`src/rtl/fetch_if.sv`:
```
// Bundle of signals between the IF stage and its neighbours: hazard unit, EX-stage exception sources, imem and decode.
// The exc_count signal exists only when EXC_COUNT_EN is defined.
interface fetch_if;
  // Hazard unit and control inputs
  logic [1:0]  pc_src;
  logic        stall_pc;
  logic        stall_fd;
  logic        flush;
  logic [31:0] branch_target;
  logic [31:0] jump_target;
  logic        overflow;
  logic        brk;
  logic [31:0] exc_pc;
  logic        eret;
  logic [31:0] instr_in;
  // Stage outputs
  logic [31:0] pc;
  logic [31:0] instr_fd;
  logic [31:0] pc_plus4_fd;
  logic        valid_fd;
  logic [31:0] epc;
  logic [1:0]  cause;
  logic        exc_active;
`ifdef EXC_COUNT_EN
  logic [7:0]  exc_count;
`endif

  // Environment side: hazard unit, EX stage, instruction memory, decode
  modport master (
`ifdef EXC_COUNT_EN
    input  exc_count,
`endif
    output pc_src, stall_pc, stall_fd, flush, branch_target, jump_target,
           overflow, brk, exc_pc, eret, instr_in,
    input  pc, instr_fd, pc_plus4_fd, valid_fd, epc, cause, exc_active
  );

  // Fetch stage side
  modport slave (
`ifdef EXC_COUNT_EN
    output exc_count,
`endif
    input  pc_src, stall_pc, stall_fd, flush, branch_target, jump_target,
           overflow, brk, exc_pc, eret, instr_in,
    output pc, instr_fd, pc_plus4_fd, valid_fd, epc, cause, exc_active
  );
endinterface

```
`src/rtl/fetch_stage.sv`:
```
// MIPS IF stage: PC register, next-PC select, IF/ID register and EPC/cause capture with a RUN/EXC_ENTRY FSM.
// Optional EXC_COUNT_EN adds a saturating exception-entry counter on exc_count.
module fetch_stage #(
  parameter logic [31:0] RESET_PC   = 32'h0000_0000,
  parameter logic [31:0] EXC_VECTOR = 32'h0000_0080,
  parameter logic [31:0] NOP_INSTR  = 32'h0000_0000
) (
  input  logic    clk,
  input  logic    rst,
  fetch_if.slave  bus
);

  typedef enum logic [0:0] {
    RUN       = 1'b0,
    EXC_ENTRY = 1'b1
  } state_e;

  state_e      state_q,       state_d;
  logic [31:0] pc_q,          pc_d;
  logic [31:0] instr_q,       instr_d;
  logic [31:0] pc_plus4_fd_q, pc_plus4_fd_d;
  logic        valid_q,       valid_d;
  logic [31:0] epc_q,         epc_d;
  logic [1:0]  cause_q,       cause_d;
  logic        exc_active_q,  exc_active_d;
`ifdef EXC_COUNT_EN
  logic [7:0]  exc_count_q,   exc_count_d;
`endif

  logic        exc_take;
  logic        in_run;
  logic [31:0] pc_plus4;

  assign exc_take = (bus.pc_src == 2'b11);
  assign in_run   = (state_q == RUN);
  assign pc_plus4 = pc_q + 32'd4;

  // Next-PC: exception beats eret beats stall_pc beats the normal selects
  // NOTE: every always_comb output gets a default first so no path can infer a latch.
  always_comb begin
    pc_d = pc_q;
    if (exc_take) begin
      pc_d = EXC_VECTOR;
    end else if (bus.eret && in_run) begin
      pc_d = epc_q;
    end else if (!bus.stall_pc) begin
      case (bus.pc_src)
        2'b01:   pc_d = {bus.branch_target[31:2], 2'b00};
        2'b10:   pc_d = {bus.jump_target[31:2], 2'b00};
        default: pc_d = pc_plus4;
      endcase
    end
  end

  // IF/ID register; the cycle after exception entry always carries a bubble
  always_comb begin
    instr_d       = instr_q;
    pc_plus4_fd_d = pc_plus4_fd_q;
    valid_d       = valid_q;
    if (bus.flush || !in_run) begin
      instr_d       = NOP_INSTR;
      pc_plus4_fd_d = 32'd0;
      valid_d       = 1'b0;
    end else if (!bus.stall_fd) begin
      instr_d       = bus.instr_in;
      pc_plus4_fd_d = pc_plus4;
      valid_d       = 1'b1;
    end
  end

  // Exception FSM; epc/cause only captured from RUN so a second request cannot nest
  always_comb begin
    state_d      = state_q;
    epc_d        = epc_q;
    cause_d      = cause_q;
    exc_active_d = 1'b0;
    case (state_q)
      RUN: begin
        if (exc_take) begin
          state_d      = EXC_ENTRY;
          epc_d        = bus.exc_pc;
          cause_d      = {bus.brk, bus.overflow};
          exc_active_d = 1'b1;
        end
      end
      EXC_ENTRY: state_d = RUN;
    endcase
  end

`ifdef EXC_COUNT_EN
  always_comb begin
    exc_count_d = exc_count_q;
    if (in_run && exc_take && (exc_count_q != 8'hFF)) begin
      exc_count_d = exc_count_q + 8'd1;
    end
  end
`endif

  // NOTE: sequential state uses non-blocking assignments so every register samples pre-edge values.
  always_ff @(posedge clk or posedge rst) begin
    if (rst) begin
      state_q       <= RUN;
      pc_q          <= RESET_PC;
      instr_q       <= NOP_INSTR;
      pc_plus4_fd_q <= 32'd0;
      valid_q       <= 1'b0;
      epc_q         <= 32'd0;
      cause_q       <= 2'b00;
      exc_active_q  <= 1'b0;
`ifdef EXC_COUNT_EN
      exc_count_q   <= 8'd0;
`endif
    end else begin
      state_q       <= state_d;
      pc_q          <= pc_d;
      instr_q       <= instr_d;
      pc_plus4_fd_q <= pc_plus4_fd_d;
      valid_q       <= valid_d;
      epc_q         <= epc_d;
      cause_q       <= cause_d;
      exc_active_q  <= exc_active_d;
`ifdef EXC_COUNT_EN
      exc_count_q   <= exc_count_d;
`endif
    end
  end

  assign bus.pc          = pc_q;
  assign bus.instr_fd    = instr_q;
  assign bus.pc_plus4_fd = pc_plus4_fd_q;
  assign bus.valid_fd    = valid_q;
  assign bus.epc         = epc_q;
  assign bus.cause       = cause_q;
  assign bus.exc_active  = exc_active_q;
`ifdef EXC_COUNT_EN
  assign bus.exc_count   = exc_count_q;
`endif

endmodule

```
`src/flat_wrapper.sv`:
```
// flat-port wrapper written by rule: the top's interface ports become plain ports
module fetch_stage_flat 
#(
  parameter logic [31:0] RESET_PC   = 32'h0000_0000,
  parameter logic [31:0] EXC_VECTOR = 32'h0000_0080,
  parameter logic [31:0] NOP_INSTR  = 32'h0000_0000
)
  (clk, rst, bus_pc_src, bus_stall_pc, bus_stall_fd, bus_flush, bus_branch_target, bus_jump_target, bus_overflow, bus_brk, bus_exc_pc, bus_eret, bus_instr_in, bus_pc, bus_instr_fd, bus_pc_plus4_fd, bus_valid_fd, bus_epc, bus_cause, bus_exc_active);
  fetch_if bus_i ();
  input  logic clk;
  input  logic rst;
  input wire logic [$bits(bus_i.pc_src)-1:0] bus_pc_src;
  input wire logic [$bits(bus_i.stall_pc)-1:0] bus_stall_pc;
  input wire logic [$bits(bus_i.stall_fd)-1:0] bus_stall_fd;
  input wire logic [$bits(bus_i.flush)-1:0] bus_flush;
  input wire logic [$bits(bus_i.branch_target)-1:0] bus_branch_target;
  input wire logic [$bits(bus_i.jump_target)-1:0] bus_jump_target;
  input wire logic [$bits(bus_i.overflow)-1:0] bus_overflow;
  input wire logic [$bits(bus_i.brk)-1:0] bus_brk;
  input wire logic [$bits(bus_i.exc_pc)-1:0] bus_exc_pc;
  input wire logic [$bits(bus_i.eret)-1:0] bus_eret;
  input wire logic [$bits(bus_i.instr_in)-1:0] bus_instr_in;
  output wire logic [$bits(bus_i.pc)-1:0] bus_pc;
  output wire logic [$bits(bus_i.instr_fd)-1:0] bus_instr_fd;
  output wire logic [$bits(bus_i.pc_plus4_fd)-1:0] bus_pc_plus4_fd;
  output wire logic [$bits(bus_i.valid_fd)-1:0] bus_valid_fd;
  output wire logic [$bits(bus_i.epc)-1:0] bus_epc;
  output wire logic [$bits(bus_i.cause)-1:0] bus_cause;
  output wire logic [$bits(bus_i.exc_active)-1:0] bus_exc_active;
  assign bus_i.pc_src = bus_pc_src;
  assign bus_i.stall_pc = bus_stall_pc;
  assign bus_i.stall_fd = bus_stall_fd;
  assign bus_i.flush = bus_flush;
  assign bus_i.branch_target = bus_branch_target;
  assign bus_i.jump_target = bus_jump_target;
  assign bus_i.overflow = bus_overflow;
  assign bus_i.brk = bus_brk;
  assign bus_i.exc_pc = bus_exc_pc;
  assign bus_i.eret = bus_eret;
  assign bus_i.instr_in = bus_instr_in;
  assign bus_pc = bus_i.pc;
  assign bus_instr_fd = bus_i.instr_fd;
  assign bus_pc_plus4_fd = bus_i.pc_plus4_fd;
  assign bus_valid_fd = bus_i.valid_fd;
  assign bus_epc = bus_i.epc;
  assign bus_cause = bus_i.cause;
  assign bus_exc_active = bus_i.exc_active;
  fetch_stage #(.RESET_PC(RESET_PC), .EXC_VECTOR(EXC_VECTOR), .NOP_INSTR(NOP_INSTR)) u_core (.clk(clk), .rst(rst), .bus(bus_i));
endmodule
```
`config.mk`:
```
export PLATFORM = sky130hd
export DESIGN_NAME = fetch_stage_flat
export DESIGN_NICKNAME = d
export VERILOG_FILES = /design/src/rtl/fetch_if.sv /design/src/rtl/fetch_stage.sv /design/src/flat_wrapper.sv
export SDC_FILE = /design/constraint.sdc
export NUM_CORES = 1
export LEC_CHECK = 0
export CORE_MARGIN = 2
export CORE_UTILIZATION = 47
export CTS_CLUSTER_DIAMETER = 150
export DETAILED_ROUTE_END_ITERATION = 8
export PLACE_DENSITY = 0.88
export SLEW_MARGIN = 20
export SYNTH_ARGS = -nofsm -noshare
export SYNTH_HDL_FRONTEND = slang
export SYNTH_SLANG_ARGS = --single-unit
```
`constraint.sdc`:
```
create_clock -name clk -period 7.05 [get_ports clk]
set_input_delay 1.0575 -clock clk [delete_from_list [all_inputs] [get_ports clk]]
set_output_delay 1.0575 -clock clk [all_outputs]
set_load 0.1 [all_outputs]
```
==> qor.yml, run 1 <==
yosysSeqAreaShare: 0.5134
count_of_nets_after_finishing: 986
clk-insertion-delay-late_ns: 0.42
wire_per_inst_um: 20.95
die_area_um2: 14640
clock-sinks: 132
worst_slew_pin_slew_ns: 1.091
postRouteAntennaNets: 0
timing.final.setup_violations: 0
grt_most_used_layer: "met2"
post-route-min-period_ns: 3.432
cts_buffer_depth: 2
multi_input_comb_area_um2: 2890
worst-endpoint-required_ns: 7.35
worstReg2RegStart: "u_core.bus.pc[2]"
drcViolationCount: 0
ctsRootBufferMaster: "clkbuf_16"
setup_total_negative_slack_ns: 0
diodes: 0
synth.most_common_cell: "dfrtp_1"
async_reset_ff_frac: 1.000
vias_in_the_first_global_route: 6289
max_stage_delay_ns: 0.92
pnr_worst_setup_slack_ns: 3.618
whs_path_depth: 2
power_leakage_uw: 0.004050
initial_utilization: 0.4839
drv_cap: 0
netlist.top_cell.by_area: "dfrtp_1"
use_met1: 0.3489
whs_endpoint: "u_core.bus.pc_plus4_fd[22]"
ff2ff_setup_slack_ns: 4.64
num_vias: 6241
synthesis.area_per_instance_um2: 10.72
synthTopCellsByArea: "dfrtp_1, a22o_1, mux2_2, o21ai_0, a221oi_1"
tritoncts_clock_tree: "yes"
met2_layer_usage_reported_by_global_route: 0.5014
timing.critical_path.slowest_stage_cell: "nor2_4"
drt-pass1-iter-count: 6
rr_worst_depth: 6
finalNonFillerCells: 1033
fp.dieW_um: 121
wl_um: 21650
powerDensity_nw_per_um2: 312.4
report.final.slew_viol_count: 0
ff_latch_area_um2: 3303
clk_pin_slew_worst_paths_ns: 0.06
peak_supply_drop_uv: 197.2
timing.final.crit_share: 0.4868
unrepaired_setup_endpoints_after_global_routing: "false"
worstPathArrival_ns: 3.74
fillerInstances: 941
mappedNetlistArea_um2: 6434
ios: 270
maximum_number_of_pins_on_one_net_before_global_route_repair: 75
synth_seq_cells: 132
setup.worst_path.end_class: "register"
status: "complete, no violations"
num_rows: 42
antenna_violations_before_repair: 0
post_synth_most_frequent_cells: "dfrtp_1, a22o_1, o21ai_0"
critPathLaunchType: "primary input"
cts.htree.levels: 4
timing.clock.skew_ns: 0.007354
final-hold-violation-count: 0
track_usage: 0.2981
r2r-end: "u_core.bus.pc[16]"
total_global_routing_overflow: 0
route.detailed.vias_per_inst: 6.042
dpl.hpwl_um: 15330
finalWeightedCongestion: 0.8829
post_cts_setup_buffers: 0
relSlewSlack: 0.2711
detailedPlace.worstSlack_ns: 3.238
cp_max_fo: 35
place_inst: 1001
worst_hold_startpoint: "u_core.bus.pc_plus4_fd[22]"
port-buffer-count: 265
postSynthNetCount: 742
area_delta_synth_final_pct: 52.22
synth_enable_flop_cells: 0
starting_drt_drc_count: 547
crit_path_cell_trace: "clkdlybuf4s50_1 > ha_1 > buf_4 > inv_1 > nor2_4 > mux2_2"
grtUsageMet3: 0.08835
final_layout_size_suffix_gt1_frac: 0.1050
fmax_ghz: 0.2914
synth_ff_type: "dfrtp_1"
cts-resized-gates: 0
cts-hold-fix-buffers: 0
synth_warnings: 0
core_area_um2: 13300
syn_inst: 600
cts_made_buffers: 17
netlist-cell-type-count: 61
hold-worst-slack_ns: 0.4745
synth_top_area_frac: 0.5134
grt_first_pass_wirelength_um: 33620
hp-class: "reg -> reg"
die-height_um: 121
critPathKind: "in -> reg"
## metal layers
layer  up-vias  wire [um]
met3        64       2130
met1      3030       8163
met4         0        725
met2       384      10620
li1       2763          -
met5         -          0
## power breakdown
part	switching, uW	leakage (uW)	internal [uW]
Sequential	108	0.00170	847
Clock	325	0.000290	571
Combinational	885	0.00206	323
## state kept, by name, indices dropped and copies added (netlist names)
signal and count:
u_core.bus.epc 32, u_core.bus.instr_fd 32, u_core.bus.pc 32, u_core.bus.pc_plus4_fd 32, u_core.bus.cause 2, u_core.bus.exc_active 1
u_core.bus.valid_fd 1
## worst max path at each step
stage	from	to	slack (ns)	cells after the start
floorplan	rst	u_core.bus.cause[0]	2.47	1
global placement	bus_pc_src[0]	u_core.bus.epc[21]	3.31	6
detailed placement	bus_pc_src[1]	u_core.bus.epc[19]	3.24	6
CTS	bus_pc_src[1]	u_core.bus.epc[25]	3.67	6
global route	bus_pc_src[0]	u_core.bus.epc[19]	3.49	6
finish	bus_pc_src[0]	u_core.bus.epc[19]	3.62	6
## cell type report
type,instances,area share
Sequential cell,132,0.3373
Multi-Input combinational cell,404,0.2951
Timing Repair Buffer,275,0.2785
Clock buffer,22,0.04740
Tap cell,176,0.02249
Clock inverter,10,0.01329
Inverter,14,0.005877
## kinds of logic after synthesis
group / Yosys count / share of synthesized area
xor+xnor: 21 / 0.02859
flops: 132 / 0.5134
simple gates: 138 / 0.1188
fa+ha+maj: 4 / 0.007779
compound gates: 205 / 0.2283
buf+inv: 64 / 0.04045
mux: 36 / 0.06262
## worst max-delay path, delay by kind of cell
kind	cells	cell delay, ns
buf+inv	3	1.15
simple gates	1	0.92
fa+ha+maj	1	0.16
mux	1	0.43
## through the flow
step                      utilization  area, um2  power [uW]
after floorplan                     -       6434        1810
after global placement         0.6919       9199        2144
after detailed placement       0.6919       9199        2168
after CTS                      0.7366       9793        3063
after global routing           0.7366       9793        3150
final                          0.7366       9793        3059
## cells in the final DEF (no fill, tap or decap), types with 5 or more instances in the layout
cell type / count
nand2_1: 44
a22o_1: 50
a22oi_1: 6
clkinv_2: 5
a221o_1: 5
xor2_1: 10
a221oi_1: 21
xnor2_1: 11
and3_1: 11
nand4_1: 11
clkdlybuf4s50_1: 265
o21ai_0: 48
inv_1: 13
nand3_1: 15
nor2_1: 18
nor3_1: 6
mux2_2: 34
a21oi_1: 32
o32ai_1: 5
buf_4: 10
clkbuf_16: 17
dfrtp_1: 132
a21o_1: 5
No activity file was read; power rests on OpenSTA's default activity.
==> run 2: changes to the inputs <==
- CORE_UTILIZATION: 47 -> 39
- PLACE_DENSITY: 0.88 -> 0.78
- clock period: 7.05 -> 3 ns (I/O delays scaled with it)
==> run 2 against run 1 <==
Flip-flop and latch count unchanged. Wire length down 0.60%. Die area grew 20%. Via count decreased by 3.6%. Total power grew 140%. Register-to-register slack worse by 4.0 ns. Hold slack improved by 0.00087 ns. Clock skew increased by 0.0014 ns. Clock power increased by 140%. Combinational power rose by 130%. Critical path type is now reg -> reg. Critical endpoint is now u_core.bus.pc_plus4_fd[20].
==> qor.yml, run 2 (synthesized netlist as in run 1, its figures left out) <==
relSlewSlack: 0.4155
clk-insertion-delay-late_ns: 0.42
worstPathArrival_ns: 2.61
timing.clock.skew_ns: 0.008775
total_global_routing_overflow: 0
setup.worst_path.end_class: "register"
clock-sinks: 132
ff_latch_area_um2: 3303
wire_per_inst_um: 19.77
timing.final.crit_share: 0.7866
whs_path_depth: 2
port-buffer-count: 265
unrepaired_setup_endpoints_after_global_routing: "false"
starting_drt_drc_count: 400
fmax_ghz: 0.4238
power_leakage_uw: 0.004341
whs_endpoint: "u_core.bus.pc_plus4_fd[22]"
status: "complete, no violations"
cts_made_buffers: 17
cts-hold-fix-buffers: 0
drv_cap: 0
critPathLaunchType: "register"
maximum_number_of_pins_on_one_net_before_global_route_repair: 42
count_of_nets_after_finishing: 1001
area_delta_synth_final_pct: 50.99
route.detailed.vias_per_inst: 5.530
hp-class: "reg -> reg"
post-route-min-period_ns: 2.360
hold-worst-slack_ns: 0.4754
core_area_um2: 16000
peak_supply_drop_uv: 475.4
cts_buffer_depth: 2
wl_um: 21520
ff2ff_setup_slack_ns: 0.64
die-height_um: 132.4
diodes: 0
cts-resized-gates: 0
worst_slew_pin_slew_ns: 0.8768
timing.final.setup_violations: 0
worst_hold_startpoint: "u_core.bus.pc_plus4_fd[22]"
track_usage: 0.2467
layout_commonest_cell: "buf_4"
critPathKind: "reg -> reg"
ios: 270
finalWeightedCongestion: 0.8751
post_cts_setup_buffers: 0
report.final.slew_viol_count: 0
fp.dieW_um: 132.4
cts.htree.levels: 4
ctsRootBufferMaster: "clkbuf_16"
r2r-end: "u_core.bus.pc_plus4_fd[20]"
worstReg2RegStart: "u_core.bus.pc[2]"
worst-endpoint-required_ns: 3.25
num_vias: 6017
antenna_violations_before_repair: 0
fillerInstances: 1409
final-hold-violation-count: 0
tritoncts_clock_tree: "yes"
powerDensity_nw_per_um2: 742.8
setup_total_negative_slack_ns: 0
rr_worst_depth: 6
die_area_um2: 17540
vias_in_the_first_global_route: 5900
num_rows: 46
drcViolationCount: 0
postRouteAntennaNets: 0
drt-pass1-iter-count: 5
multi_input_comb_area_um2: 2890
most-common-layout-cells: "buf_4, clkdlybuf4s50_1, dfrtp_1, a22o_1, o21ai_0"
clk_pin_slew_worst_paths_ns: 0.06
grt_first_pass_wirelength_um: 34030
final_layout_size_suffix_gt1_frac: 0.2752
cp_max_fo: 12
dpl.hpwl_um: 16050
initial_utilization: 0.4021
[run 2: cell types whose count changed in the layout (fill, tap and decap cells not counted), sizes merged]
cell,previous run,this run
buf,10,157
clkdlybuf4s50,265,133
clkbuf,22,19
inv,14,18
clkinv,5,1
clkinvlp,2,5
[run 2: metal layers]
layer  GRT usage  share of wire  vias up
li1            -              -     2805
met1      0.3338           0.44     2928
met2      0.3814           0.47      258
met3     0.07241          0.075       26
met4     0.08065          0.018        0
met5           0              0        -
[run 2: area by class of cell]
class	instances	area share
repair buffers	290	0.2648
flip-flops and latches	132	0.3400
inverters	14	0.005796
well taps	216	0.02782
multi-input cells	404	0.2975
clock buffers	19	0.04663
clock inverters	13	0.01739
[run 2: metrics by stage]
stage | std cells | total power, uW | utilization | area, um2 | worst slack, ns
2_1_floorplan | 600 | 4254 | - | 6437 | 0.4318
3_3_place_gp | 1056 | 5028 | 0.5683 | 9092 | 0.4481
3_5_place_dp | 1056 | 5055 | 0.5683 | 9092 | 0.4028
4_1_cts | 1088 | 7261 | 0.6071 | 9714 | 0.6303
5_1_grt | 1088 | 7486 | 0.6071 | 9714 | 0.3960
6_report | 1088 | 7216 | 0.6071 | 9714 | 0.6402
[run 2: how the worst max path moves through the flow]
stage | startpoint | endpoint | slack, ns | cells after the start
6_report | u_core.bus.pc[2] | u_core.bus.pc_plus4_fd[20] | 0.64 | 6
3_3_place_gp | bus_pc_src[0] | u_core.bus.pc[26] | 0.45 | 9
4_1_cts | u_core.bus.pc[2] | u_core.bus.pc_plus4_fd[24] | 0.63 | 6
2_1_floorplan | u_core.bus.pc[2] | u_core.bus.pc[12] | 0.43 | 6
3_5_place_dp | bus_pc_src[0] | u_core.bus.pc[26] | 0.40 | 9
5_1_grt | u_core.bus.pc[2] | u_core.bus.pc_plus4_fd[24] | 0.40 | 6
[run 2: power breakdown]
| part | total [uW] | switching, uW | internal (uW) |
|---|---|---|---|
| clock network | 2190 | 823 | 1360 |
| logic | 2780 | 2070 | 709 |
| registers | 2250 | 265 | 1990 |
[run 2: worst max-delay path, stage by stage (launching register included)]
cell	delay, ns
dfrtp_1	0.49
ha_1	0.30
nand3_1	0.25
nor4_4	0.56
nand2_1	0.18
xnor2_1	0.28
o21ai_0	0.13
==> run 3: changes to the inputs <==
- clock period: 3 -> 1.93 ns (I/O delays scaled with it)
==> run 3 against run 2 <==
Sequential power increased by 57%. Flip-flop and latch count unchanged. Final cell count increased by 3.5%. Clock power increased by 57%. Hold slack got worse by 0.13 ns. Final area increased by 4.4%. Die area unchanged. Via count increased by 4.2%. Wire length increased by 3.3%.
==> qor.yml, run 3 (synthesized netlist as in run 1, its figures left out) <==
setup.worst_path.end_class: "register"
vias_in_the_first_global_route: 6367
total_global_routing_overflow: 0
num_vias: 6271
count_of_nets_after_finishing: 1039
final_layout_size_suffix_gt1_frac: 0.3407
max_stage_delay_ns: 0.45
power.total_uw: 11460
status: "complete, no violations"
timing.final.setup_violations: 0
crit_path_cell_trace: "nand3_4 > nor4_4 > buf_4 > nand4_1 > xor2_2 > o21ai_0"
maximum_number_of_pins_on_one_net_before_global_route_repair: 71
die-height_um: 132.4
port-buffer-count: 265
timing.critical_path.slowest_stage_cell: "dfrtp_2"
die_area_um2: 17540
critPathKind: "reg -> reg"
tritoncts_clock_tree: "yes"
power_leakage_uw: 0.004527
grt_first_pass_wirelength_um: 35330
track_usage: 0.2563
finalInstanceArea_um2: 10140
critPathLaunchType: "register"
relSlewSlack: 0.7352
clk_pin_slew_worst_paths_ns: 0.06
route.detailed.vias_per_inst: 5.569
dpl_cell_area_um2: 9482
unrepaired_setup_endpoints_after_global_routing: "false"
drv_cap: 0
fmax_ghz: 0.5458
postRouteAntennaNets: 0
final-hold-violation-count: 0
cp_max_fo: 9
core_area_um2: 16000
wire_per_inst_um: 19.73
powerDensity_nw_per_um2: 1130
finalWeightedCongestion: 0.9027
ctsRootBufferMaster: "clkbuf_16"
ios: 270
final_core_util: 0.6340
fp.dieW_um: 132.4
timing.clock.skew_ns: 0.005604
drcViolationCount: 0
cts-hold-fix-buffers: 0
peak_supply_drop_uv: 865.3
clock-sinks: 132
worst_slew_pin_slew_ns: 0.3971
wl_um: 22220
cts_made_buffers: 17
post-route-min-period_ns: 1.832
cts.htree.levels: 4
layout_commonest_cell: "buf_4"
num_rows: 46
setup_total_negative_slack_ns: 0
cts_buffer_depth: 2
area_delta_synth_final_pct: 57.68
drt-pass1-iter-count: 5
worstPathArrival_ns: 2.12
starting_drt_drc_count: 507
report.final.slew_viol_count: 0
timing.final.crit_share: 0.9493
diodes: 0
dpl.hpwl_um: 16980
clk-insertion-delay-late_ns: 0.42
hp-class: "in -> async"
most-common-layout-cells: "buf_4, clkdlybuf4s50_1, dfrtp_1, a22o_1, nand2_1"
worst-endpoint-required_ns: 2.22
antenna_violations_before_repair: 0
initial_utilization: 0.4021
run 3: cell types whose count changed in the layout (fill, tap and decap cells not counted), sizes merged:
cell,previous run,this run
clkinvlp,5,3
clkinv,1,6
inv,18,14
bufinv,3,4
buf,157,195
run 3: where the power goes:
part,internal (uW),switching [uW]
logic,1220,3270
registers,3110,417
clock network,2190,1250
run 3: routing by layer:
layer,part of all wire,vias up,GRT usage
met2,0.47,281,0.4027
met3,0.074,41,0.06398
met1,0.42,3072,0.3408
li1,-,2877,-
met4,0.029,0,0.1022
met5,0,-,0
run 3: worst paths after layout:
kind                       slack, ns  depth (start not counted)                  startpoint                    endpoint
max in group asynchronous       1.22                          3                         rst            u_core.bus.pc[2]
min in group clk                0.46                          2            bus_instr_in[13]     u_core.bus.instr_fd[13]
max reg2reg                      0.1                          6            u_core.bus.pc[6]  u_core.bus.pc_plus4_fd[24]
max                              0.1                          6            u_core.bus.pc[6]  u_core.bus.pc_plus4_fd[24]
min reg2reg                     0.48                          2  u_core.bus.pc_plus4_fd[19]  u_core.bus.pc_plus4_fd[19]
min                             0.34                          3                         rst      u_core.bus.instr_fd[6]
run 3: cell type report:
type / instances / area (um2)
multi-input combinational: 404 / 2952
fill: 1320 / 5856
clock buffer: 19 / 442.9
sequential: 132 / 3334
tap: 216 / 270.3
inverter: 14 / 56.30
timing repair buffer: 328 / 2908
clock inverter: 13 / 181.4
run 3: stage by stage:
stage / std cells / worst slack (ns) / hold slack (ns)
detailed placement: 1093 / -0.2644 / 0.4666
finish: 1126 / 0.09777 / 0.3444
CTS: 1125 / 0.04408 / 0.3552
global route: 1126 / 0.01329 / 0.4004
floorplan: 600 / -0.1364 / 0.3563
global placement: 1093 / -0.2726 / 0.4564
run 3: what timing repair did:
item | CTS | global route
buffers inserted | 0 | 1
endpoints found under the setup margin | 2 | 16
gates resized for setup | 1 | 4
run 3: critical path, delay by kind of cell, from the launching register on:
kind            cells  cell delay (ns)
flops               1             0.45
xor+xnor            1             0.25
compound gates      1             0.11
simple gates        3             0.71
buf+inv             1             0.19
